## config.mk

```make
export PLATFORM = sky130hd
export DESIGN_NAME = skid_buffer
export DESIGN_NICKNAME = d
export VERILOG_FILES = /design/src/rtl/skid_buffer.sv
export SDC_FILE = /design/constraint.sdc
export NUM_CORES = 1
export LEC_CHECK = 0
export ABC_CLOCK_PERIOD_IN_PS = 2800
export BUFFER_PORTS_ARGS = -buffer_cell sky130_fd_sc_hd__buf_2
export CAP_MARGIN = 10
export CORE_UTILIZATION = 35
export CTS_BUF_LIST = sky130_fd_sc_hd__clkbuf_16
export CTS_CLUSTER_DIAMETER = 150
export CTS_CLUSTER_SIZE = 28
export DETAILED_ROUTE_END_ITERATION = 10
export PLACE_DENSITY_LB_ADDON = 0.3
export SYNTH_ARGS = -nofsm -noshare
export SYNTH_HDL_FRONTEND = slang
export SYNTH_SLANG_ARGS = --single-unit
```

## constraint.sdc

```tcl
create_clock -name clk -period 2.8 [get_ports clk]
set_input_delay 0.28 -clock clk [delete_from_list [all_inputs] [get_ports clk]]
set_output_delay 0.28 -clock clk [all_outputs]
set_load 0.005 [all_outputs]
```

## src/rtl/skid_buffer.sv

```systemverilog
// Two-entry valid/ready register slice: main register drives out_data, skid register absorbs
// the word that arrives in the cycle the consumer stalls. Optional stall counter: SKID_BUFFER_STALL_CNT_EN.

module skid_buffer #(
    parameter int unsigned WIDTH = 8
) (
    input  logic             clk,
    input  logic             rst,
    input  logic             flush,
    input  logic             in_valid,
    output logic             in_ready,
    input  logic [WIDTH-1:0] in_data,
    output logic             out_valid,
    input  logic             out_ready,
    output logic [WIDTH-1:0] out_data
`ifdef SKID_BUFFER_STALL_CNT_EN
    ,
    output logic [15:0]      stall_cnt
`endif
);

    typedef enum logic [1:0] {
        StEmpty = 2'b00,
        StBusy  = 2'b01,
        StFull  = 2'b10
    } state_e;

    state_e           state_q, state_d;
    logic [WIDTH-1:0] main_q, main_d;
    logic [WIDTH-1:0] skid_q, skid_d;
    logic             in_xfer;
    logic             out_xfer;

    // in_ready depends on state and rst only, so out_ready never reaches it combinationally.
    assign in_ready  = (state_q != StFull) && !rst;
    assign out_valid = (state_q != StEmpty);
    assign out_data  = main_q;

    assign in_xfer  = in_valid && in_ready;
    assign out_xfer = out_valid && out_ready;

    always_comb begin
        state_d = state_q;
        main_d  = main_q;
        skid_d  = skid_q;
        if (flush) begin
            state_d = StEmpty;
        end else begin
            unique case (state_q)
                StEmpty: begin
                    if (in_xfer) begin
                        main_d  = in_data;
                        state_d = StBusy;
                    end
                end
                StBusy: begin
                    if (in_xfer && out_xfer) begin
                        main_d = in_data;
                    end else if (in_xfer) begin
                        skid_d  = in_data;
                        state_d = StFull;
                    end else if (out_xfer) begin
                        state_d = StEmpty;
                    end
                end
                StFull: begin
                    if (out_xfer) begin
                        main_d  = skid_q;
                        state_d = StBusy;
                    end
                end
                default: begin
                    state_d = StEmpty;
                end
            endcase
        end
    end

    always_ff @(posedge clk or posedge rst) begin
        if (rst) begin
            state_q <= StEmpty;
            main_q  <= '0;
            skid_q  <= '0;
        end else begin
            state_q <= state_d;
            main_q  <= main_d;
            skid_q  <= skid_d;
        end
    end

`ifdef SKID_BUFFER_STALL_CNT_EN
    logic [15:0] stall_cnt_q, stall_cnt_d;

    always_comb begin
        stall_cnt_d = stall_cnt_q;
        if (flush) begin
            stall_cnt_d = '0;
        end else if (out_valid && !out_ready && (stall_cnt_q != 16'hFFFF)) begin
            stall_cnt_d = stall_cnt_q + 16'd1;
        end
    end

    always_ff @(posedge clk or posedge rst) begin
        if (rst) begin
            stall_cnt_q <= '0;
        end else begin
            stall_cnt_q <= stall_cnt_d;
        end
    end

    assign stall_cnt = stall_cnt_q;
`endif

endmodule

```

## Word-level counts from Yosys, hierarchy flattened

Index checks and enable logic that the tools add are counted.

- Bits in registers: 18
- Bits of input ports: 13

- Eq/ne operators: 10
- Multiplexer cells: 11
- Bitwise logic cells: 2
- Reductions and logical operators: 11

Operators by type and width:

| kind | number |
|---|---|
| two-way mux 8 bit | 3 |
| case mux 8 bit (3 select lines) | 1 |
| two-way mux 2 bit | 6 |
| inequality test 3 bit (second input constant) | 3 |
| inequality test 2 bit (second input constant) | 4 |
| AND reduction 4 bit | 2 |
| case mux 2 bit (3 select lines) | 1 |
| AND reduction 5 bit | 1 |
| logical AND 1 bit | 4 |
| inequality test 4 bit (second input constant) | 1 |
| nonzero test 3 bit | 1 |
| equality test 2 x 1 -> 1 bit (second input constant) | 1 |
| equality test 2 bit (second input constant) | 1 |
| logical NOT 2 bit | 1 |
| inverter 1 bit | 2 |
| nonzero test 2 bit | 1 |
| logical NOT 1 bit | 1 |

## Longest topological paths before layout

Gate-level depths: netlist (run 1).

- Depth in word-level cells: 7
- Mapped depth: 5
- Gate-level depth less buffers: 4

## Least setup slack after synthesis (run 1)

Ideal clock, no wire load.

- Path kind: register to register
- From: register state_q[0]
- To: register main_q[0] (netlist: out_data[0])
- Library setup time: 0.132 ns
- Arrival time: 1.086 ns
- Required time: 2.668 ns
- Slack: 1.582 ns
- Cell stages (with the launch flop): 6
- Path buffers: 1
- Clock period less this slack: 1.218 ns
- Path through: dfrtp_1 nor4bb_4 a31oi_4 buf_6 nand2_1 o21ai_0

- Longest elaborated chain between the ends: 6
- Elaborated cells between the ends (all ways): 15
- Classes of those cells: eq/ne (6); mux (1); reduce/logical (8)

RTL lines:

| what | line | source |
|---|---|---|
| start, declared | 28 | `state_e state_q, state_d;` |
| start signal, assigned | 81 | `state_q <= StEmpty;` |
| start signal, assigned | 85 | `state_q <= state_d;` |
| inequality test 2 bit | 35 | `assign in_ready = (state_q != StFull) && !rst;` |
| logical AND 1 bit | 35 |  |
| logical AND 1 bit | 39 | `assign in_xfer = in_valid && in_ready;` |
| logical AND 1 bit | 57 | `if (in_xfer && out_xfer) begin` |
| inequality test 2 bit (no source line) | n/a |  |
| AND reduction 5 bit (no source line) | n/a |  |
| end signal, assigned | 86 | `main_q <= main_d;` |
| end, declared | 29 | `logic [WIDTH-1:0] main_q, main_d;` |

Several ways; a longest one is shown, not always the timed one.
A chain may end at the register's enable or synchronous reset.

## Worst setup path after layout (run 1)

- From: register state_q[0]
- To: output in_ready

- Longest elaborated chain between the ends: 2

RTL lines:

| what | line | source |
|---|---|---|
| inequality test 2 bit | 35 |  |
| logical AND 1 bit | 35 |  |
| end, declared | 11 | `output logic in_ready,` |

No other way between the ends.

==> impl_metrics.csv, run 1 <==
group,metric,value,unit
status,outcome,"complete, no violations",
sta,achievable_clock_frequency,0.628,GHz
sta,report.final.slew_viol_count,0,
sta,hold_viol,0,
run,maxCapViolations,0,
grt,globalRouteMet3Util,5.51,%
clocking,post_cts_buffers,0,
die,initial_core_util,38.6,%
clocking,tritoncts_buffers,3,
die,die-area,2770,um2
power,vdd.ir_drop.worst,0.407,mV
placed_design,routabilityCongestion,0.780,
power,p_total,722,uW
die,io_pins,23,
worst_setup_path,slowest_stage,"sky130_fd_sc_hd__dfrtp_1",
yosys,syn-cell-area,896,um2
route,wl,1490,um
route,postRouteAntennaNets,0,
finish,post_layout_nonfiller_instances,122,
sta,period_needed,1590,ps
yosys,syn_avg_cell_area,12.8,um2
placed_design,port_buffers,22,
route,first_pass_iters,4,
clocking,clock_tree.buffer_depth,2,
clocking,clk_transition_reported_paths,50,ps
clocking,holdBufCountCts,0,
worst_setup_path,critical_path.cell_chain,"and2b_2, nor2_1, buf_2",
power,power-per-cell-area,658,nW/um2
finish,total_number_of_nets_in_the_final_design,108,
route,drc_errors,0,
yosys,yosysTopAreaCell,"sky130_fd_sc_hd__dfrtp_1",
yosys,syn-num-nets,83,
grt,global_route.usage.met2,20.7,%
placed_design,placement.setup.worst_slack,1420,ps
grt,initial_antenna_violation_count,0,
route,drt-initial-drc-count,7,
clocking,cts_root_buffer,"sky130_fd_sc_hd__clkbuf_16",
worst_setup_path,cpPeakStageDelay,440,ps
placed_design,placed_cell_area,1020,um2
placed_design,placed_cells_incl_taps,118,
grt,groute.usage.overall,12.9,%
worst_setup_path,cp-start-kind,"flip-flop",
grt,grtUsageMet1,16.2,%
sta,worst_hold_margin,138,ps
finish,antennaDiodeCount,0,
clocking,cts-resized-gates,0,
sta,finalSetupTns,0,ps
worst_setup_path,worstPathMaxFanout,10,
route,routed_len_inst,12.2,um
die,core.rowCount,17,
sta,slew-limit-headroom,55.8,%
route,drt-vias-per-instance,4.83,
finish,final_area,1100,um2
grt,number_of_global_route_vias_before_repair,566,
grt,grt.busiest_layer,"met2",
sta,finClkSkew,1.53,ps
clocking,cts_tree,"yes",
finish,final_core_util,47.3,%
worst_setup_path,criticalPathCategory,"flip-flop to output pin",
die,fp.dieH,52.6,um
sta,post-route-period-util,56.9,%
yosys,ys_seq_elements,18,
yosys,yosysSeqAreaShare,50.3,%
yosys,synth.distinct_cells,20,
clocking,htree_num_levels,1,
yosys,ys_top_cells_by_area,"sky130_fd_sc_hd__dfrtp_1 50%, sky130_fd_sc_hd__mux2i_1 11%, sky130_fd_sc_hd__mux2_2 10%",
worst_setup_path,setup.worst_path.end_class,"output pin",
clocking,cts.sink_count,18,
power,leakage,0.513,nW
die,die_w,52.6,um
grt,grt_first_pass_wirelength,2480,um
min_path,hp-class,"primary input to async pin",
clocking,clk_latency,250,ps
route,routed-via-count,589,
finish,area.growth.synth_to_final,22.5,%
die,core_area,2320,um2
grt,global_route.overflow_total,0,
yosys,synthCells,70,
grt,grt_start_max_net_pins,19,
sta,setup_violations,0,
worst_setup_path,worst-endpoint-arrival,1310,ps
finish,post_route_cells_drive_above_1_share,47.9,%
sta,rsz_0062_raised_after_global_routing,"no",
yosys,post-synth-top-area-fraction,50.3,%
sta,worst_slew_pin_slew,662,ps
worst_setup_path,timing.critical_path.required,2520,ps
sta,postLayoutSetupSlackWorst,1210,ps
yosys,synth-warning-count,0,
## layer usage
layer,wire (um),up-vias
li1,-,296
met1,708,277
met2,705,16
met3,77,0
met4,0,0
met5,0,-
## flip-flops by register name (all words and copies together), names as in the netlist
name and flops:
out_data 8, skid_q 8, state_q 2
## report_power, final
group          internal (mW)  switching, mW  total, mW  leakage, nW
clock network          0.190         0.0932      0.283       0.0385
logic                 0.0602         0.0493      0.109        0.242
registers              0.307         0.0227      0.329        0.232
total                  0.556          0.165      0.722        0.513
## final cells by class
type	count	area [um2]
Inverter	1	3.75
Tap cell	28	35.0
Fill cell	216	1220
Timing Repair Buffer	22	110
Clock buffer	3	75.1
Clock inverter	1	3.75
Multi-Input combinational cell	49	419
Sequential cell	18	450
## Yosys cell counts (all sizes together)
cell,count
a21oi,1
nor4bb,1
nand3,1
inv,1
o21ai,8
nor2,3
nand2,8
a31oi,1
o22a,1
mux2i,10
dfrtp,18
nor3,1
or2,1
buf,2
nand2b,1
mux2,8
and2b,4
## final timing paths
path / start / to / slack [ps] / cells after the start
min: rst / state_q[0] / 140 / 2
max in group asynchronous: rst / out_data[5] / 2240 / 2
min in group clk: out_ready / state_q[1] / 270 / 2
max: state_q[0] / in_ready / 1210 / 3
min reg2reg: out_data[4] / out_data[4] / 470 / 2
max reg2reg: state_q[1] / out_data[6] / 1440 / 3
## placed cells by master (no fill, tap or decap), types with 2 or more instances in the layout
cell type                   count
sky130_fd_sc_hd__and2b_2        3
sky130_fd_sc_hd__buf_2         22
sky130_fd_sc_hd__clkbuf_16      3
sky130_fd_sc_hd__dfrtp_1       18
sky130_fd_sc_hd__mux2_2         8
sky130_fd_sc_hd__mux2i_1       10
sky130_fd_sc_hd__nand2_1        8
sky130_fd_sc_hd__nor2_1         2
sky130_fd_sc_hd__o21ai_0        6
sky130_fd_sc_hd__o21ai_2        2
## worst max-delay path: cells and delay by family, from the launching register on
family / cells / cell delay [ps]
DFF: 1 / 440
and+or+nand+nor: 2 / 490
buffers and inverters: 1 / 130
## kinds of logic (layout without fill, tap and decap cells)
kind of cell | count (synthesis) | after routing | synth area share, %
AO/OA/AOI/OAI | 11 | 11 | 9.36
multiplexers | 18 | 18 | 21.2
buffers and inverters | 3 | 27 | 2.93
flip-flops | 18 | 18 | 50.3
AND/OR/NAND/NOR | 20 | 20 | 16.2
Note: power is estimated with default switching activity, not from simulation.
==> run 2, diff against run 1 <==
ABC_CLOCK_PERIOD_IN_PS = 1480   (was 2800)
clock period = 1.48 ns   (was 2.8 ns; I/O delays follow)
==> run 2 against run 1 <==
Non-clock buffer count is 7 higher. Sequential cell count stayed put. Die area unchanged. Clock skew grew 0.72 ps. Setup slack worse by 1100 ps. Critical endpoint unchanged. Critical path depth is the same. Clock-buffer cell count did not move.
==> impl_metrics.csv, run 2 (synthesis gave the netlist of run 1 again) <==
group,metric,value,unit
route,routed-via-count,614,
finish,antennaDiodeCount,0,
die,die-area,2770,um2
worst_setup_path,worstPathMaxFanout,7,
finish,post_layout_nonfiller_instances,129,
run,maxCapViolations,0,
clocking,clock_tree.buffer_depth,2,
sta,achievable_clock_frequency,0.753,GHz
finish,mostFrequentLayoutCell,"sky130_fd_sc_hd__buf_2",
worst_setup_path,slowest_stage,"sky130_fd_sc_hd__dfrtp_1",
clocking,cts_root_buffer,"sky130_fd_sc_hd__clkbuf_16",
worst_setup_path,rr_worst_depth,5,
route,drt-initial-drc-count,1,
grt,global_route.usage.met2,17.3,%
power,p_total,1.38,mW
route,routed_len_inst,12.2,um
grt,globalRouteMet3Util,3.48,%
route,drc_errors,0,
grt,grtUsageMet1,18.1,%
sta,finalSetupTns,0,ps
die,initial_core_util,38.6,%
finish,final_area,1170,um2
sta,slew-limit-headroom,80.3,%
worst_setup_path,critical_path.cell_chain,"and2b_4, nor2_1, buf_2",
grt,grt.busiest_layer,"met1",
grt,grt_start_max_net_pins,19,
power,vdd.ir_drop.worst,0.628,mV
worst_setup_path,timing.rr.end,"out_data[0]",
sta,finClkSkew,2.25,ps
min_path,timing.hold.worst_endpoint,"state_q[1]",
worst_setup_path,cp-start-kind,"flip-flop",
placed_design,hpwlAfterDp,1120,um
route,first_pass_iters,3,
clocking,cts.sink_count,18,
die,io_pins,23,
worst_setup_path,criticalPathCategory,"flip-flop to output pin",
die,fp.dieH,52.6,um
sta,hold_viol,0,
worst_setup_path,cpPeakStageDelay,480,ps
sta,worst_slew_pin_slew,295,ps
finish,final_cell_mix,"22 x sky130_fd_sc_hd__buf_2, 18 x sky130_fd_sc_hd__dfrtp_1, 10 x sky130_fd_sc_hd__mux2i_1",
grt,number_of_global_route_vias_before_repair,528,
min_path,hp-class,"primary input to flip-flop",
sta,worst_hold_margin,135,ps
clocking,htree_num_levels,1,
sta,rsz_0062_raised_after_global_routing,"no",
die,die_w,52.6,um
grt,groute.usage.overall,12.9,%
finish,area.growth.synth_to_final,30.2,%
power,leakage,0.551,nW
placed_design,routabilityCongestion,0.771,
sta,post-route-period-util,89.8,%
sta,period_needed,1330,ps
placed_design,placed_cells_incl_taps,119,
clocking,clk_transition_reported_paths,50,ps
die,core_area,2320,um2
sta,setup_violations,0,
route,postRouteAntennaNets,0,
clocking,cts_tree,"yes",
route,drt-vias-per-instance,4.76,
finish,post_route_cells_drive_above_1_share,50.5,%
power,power-per-cell-area,1180,nW/um2
placed_design,port_buffers,22,
worst_setup_path,setup.reg_to_reg.worst_slack,160,ps
worst_setup_path,setup.worst_path.end_class,"output pin",
sta,report.final.slew_viol_count,0,
grt,global_route.overflow_total,0,
route,wl,1580,um
min_path,origin_of_the_worst_min_delay_path,"out_ready",
placed_design,placed_cell_area,1030,um2
finish,total_number_of_nets_in_the_final_design,115,
die,core.rowCount,17,
clocking,tritoncts_buffers,3,
min_path,hold-path-cell-count,2,
status,outcome,"complete, no violations",
worst_setup_path,timing.critical_path.required,1330,ps
grt,initial_antenna_violation_count,0,
grt,grt_first_pass_wirelength,2470,um
worst_setup_path,worst-endpoint-arrival,1180,ps
worst_setup_path,r2r_start,"state_q[1]",
clocking,clk_latency,250,ps
run 2: worst max-delay path by stage:
stage | end | from | depth (start not counted) | slack (ps)
3_5_place_dp | out_data[0] | state_q[1] | 3 | 90
4_1_cts | in_ready | state_q[0] | 3 | 30
3_3_place_gp | out_data[5] | state_q[1] | 3 | 140
5_1_grt | out_data[4] | state_q[1] | 4 | 50
2_1_floorplan | out_data[0] | state_q[0] | 5 | 260
6_report | in_ready | state_q[1] | 3 | 150
run 2: cell type report:
class / instances / area (um2)
clock buffers: 3 / 75.1
inverters: 1 / 3.75
fillers: 217 / 1150
repair buffers: 29 / 178
well taps: 28 / 35.0
multi-input cells: 49 / 420
clock inverters: 1 / 3.75
flip-flops and latches: 18 / 450
run 2: stage by stage:
stage | worst slack, ps | util, %
global route | 46.1 | 50.3
detailed placement | 94.8 | 44.3
floorplan | 262 | -
global placement | 136 | 44.3
finish | 151 | 50.3
CTS | 28.1 | 48.1
run 2: critical path: cells and delay by family (launching register included):
family	cells	cell delay [ps]
DFF	1	480
and+or+nand+nor	2	340
buffers and inverters	1	120
run 2: timing repair:
item | in CTS | in global routing
hold buffers | 1 | 0
endpoints found under the setup margin | 1 | 5
buffers inserted | 0 | 5
resized for setup | 1 | 0
endpoints found under the hold margin | 18 | 0
run 2: per-layer routing:
layer / up-vias / share of wire [%]
met5: - / 0
met4: 0 / 1.6
met3: 4 / 5.1
met2: 16 / 43
met1: 286 / 50
li1: 308 / -
run 2: power breakdown:
group | leakage, nW | internal [mW] | switching [mW]
clock network | 0.0385 | 0.359 | 0.179
registers | 0.232 | 0.580 | 0.0425
logic | 0.281 | 0.125 | 0.0958
total | 0.551 | 1.06 | 0.317
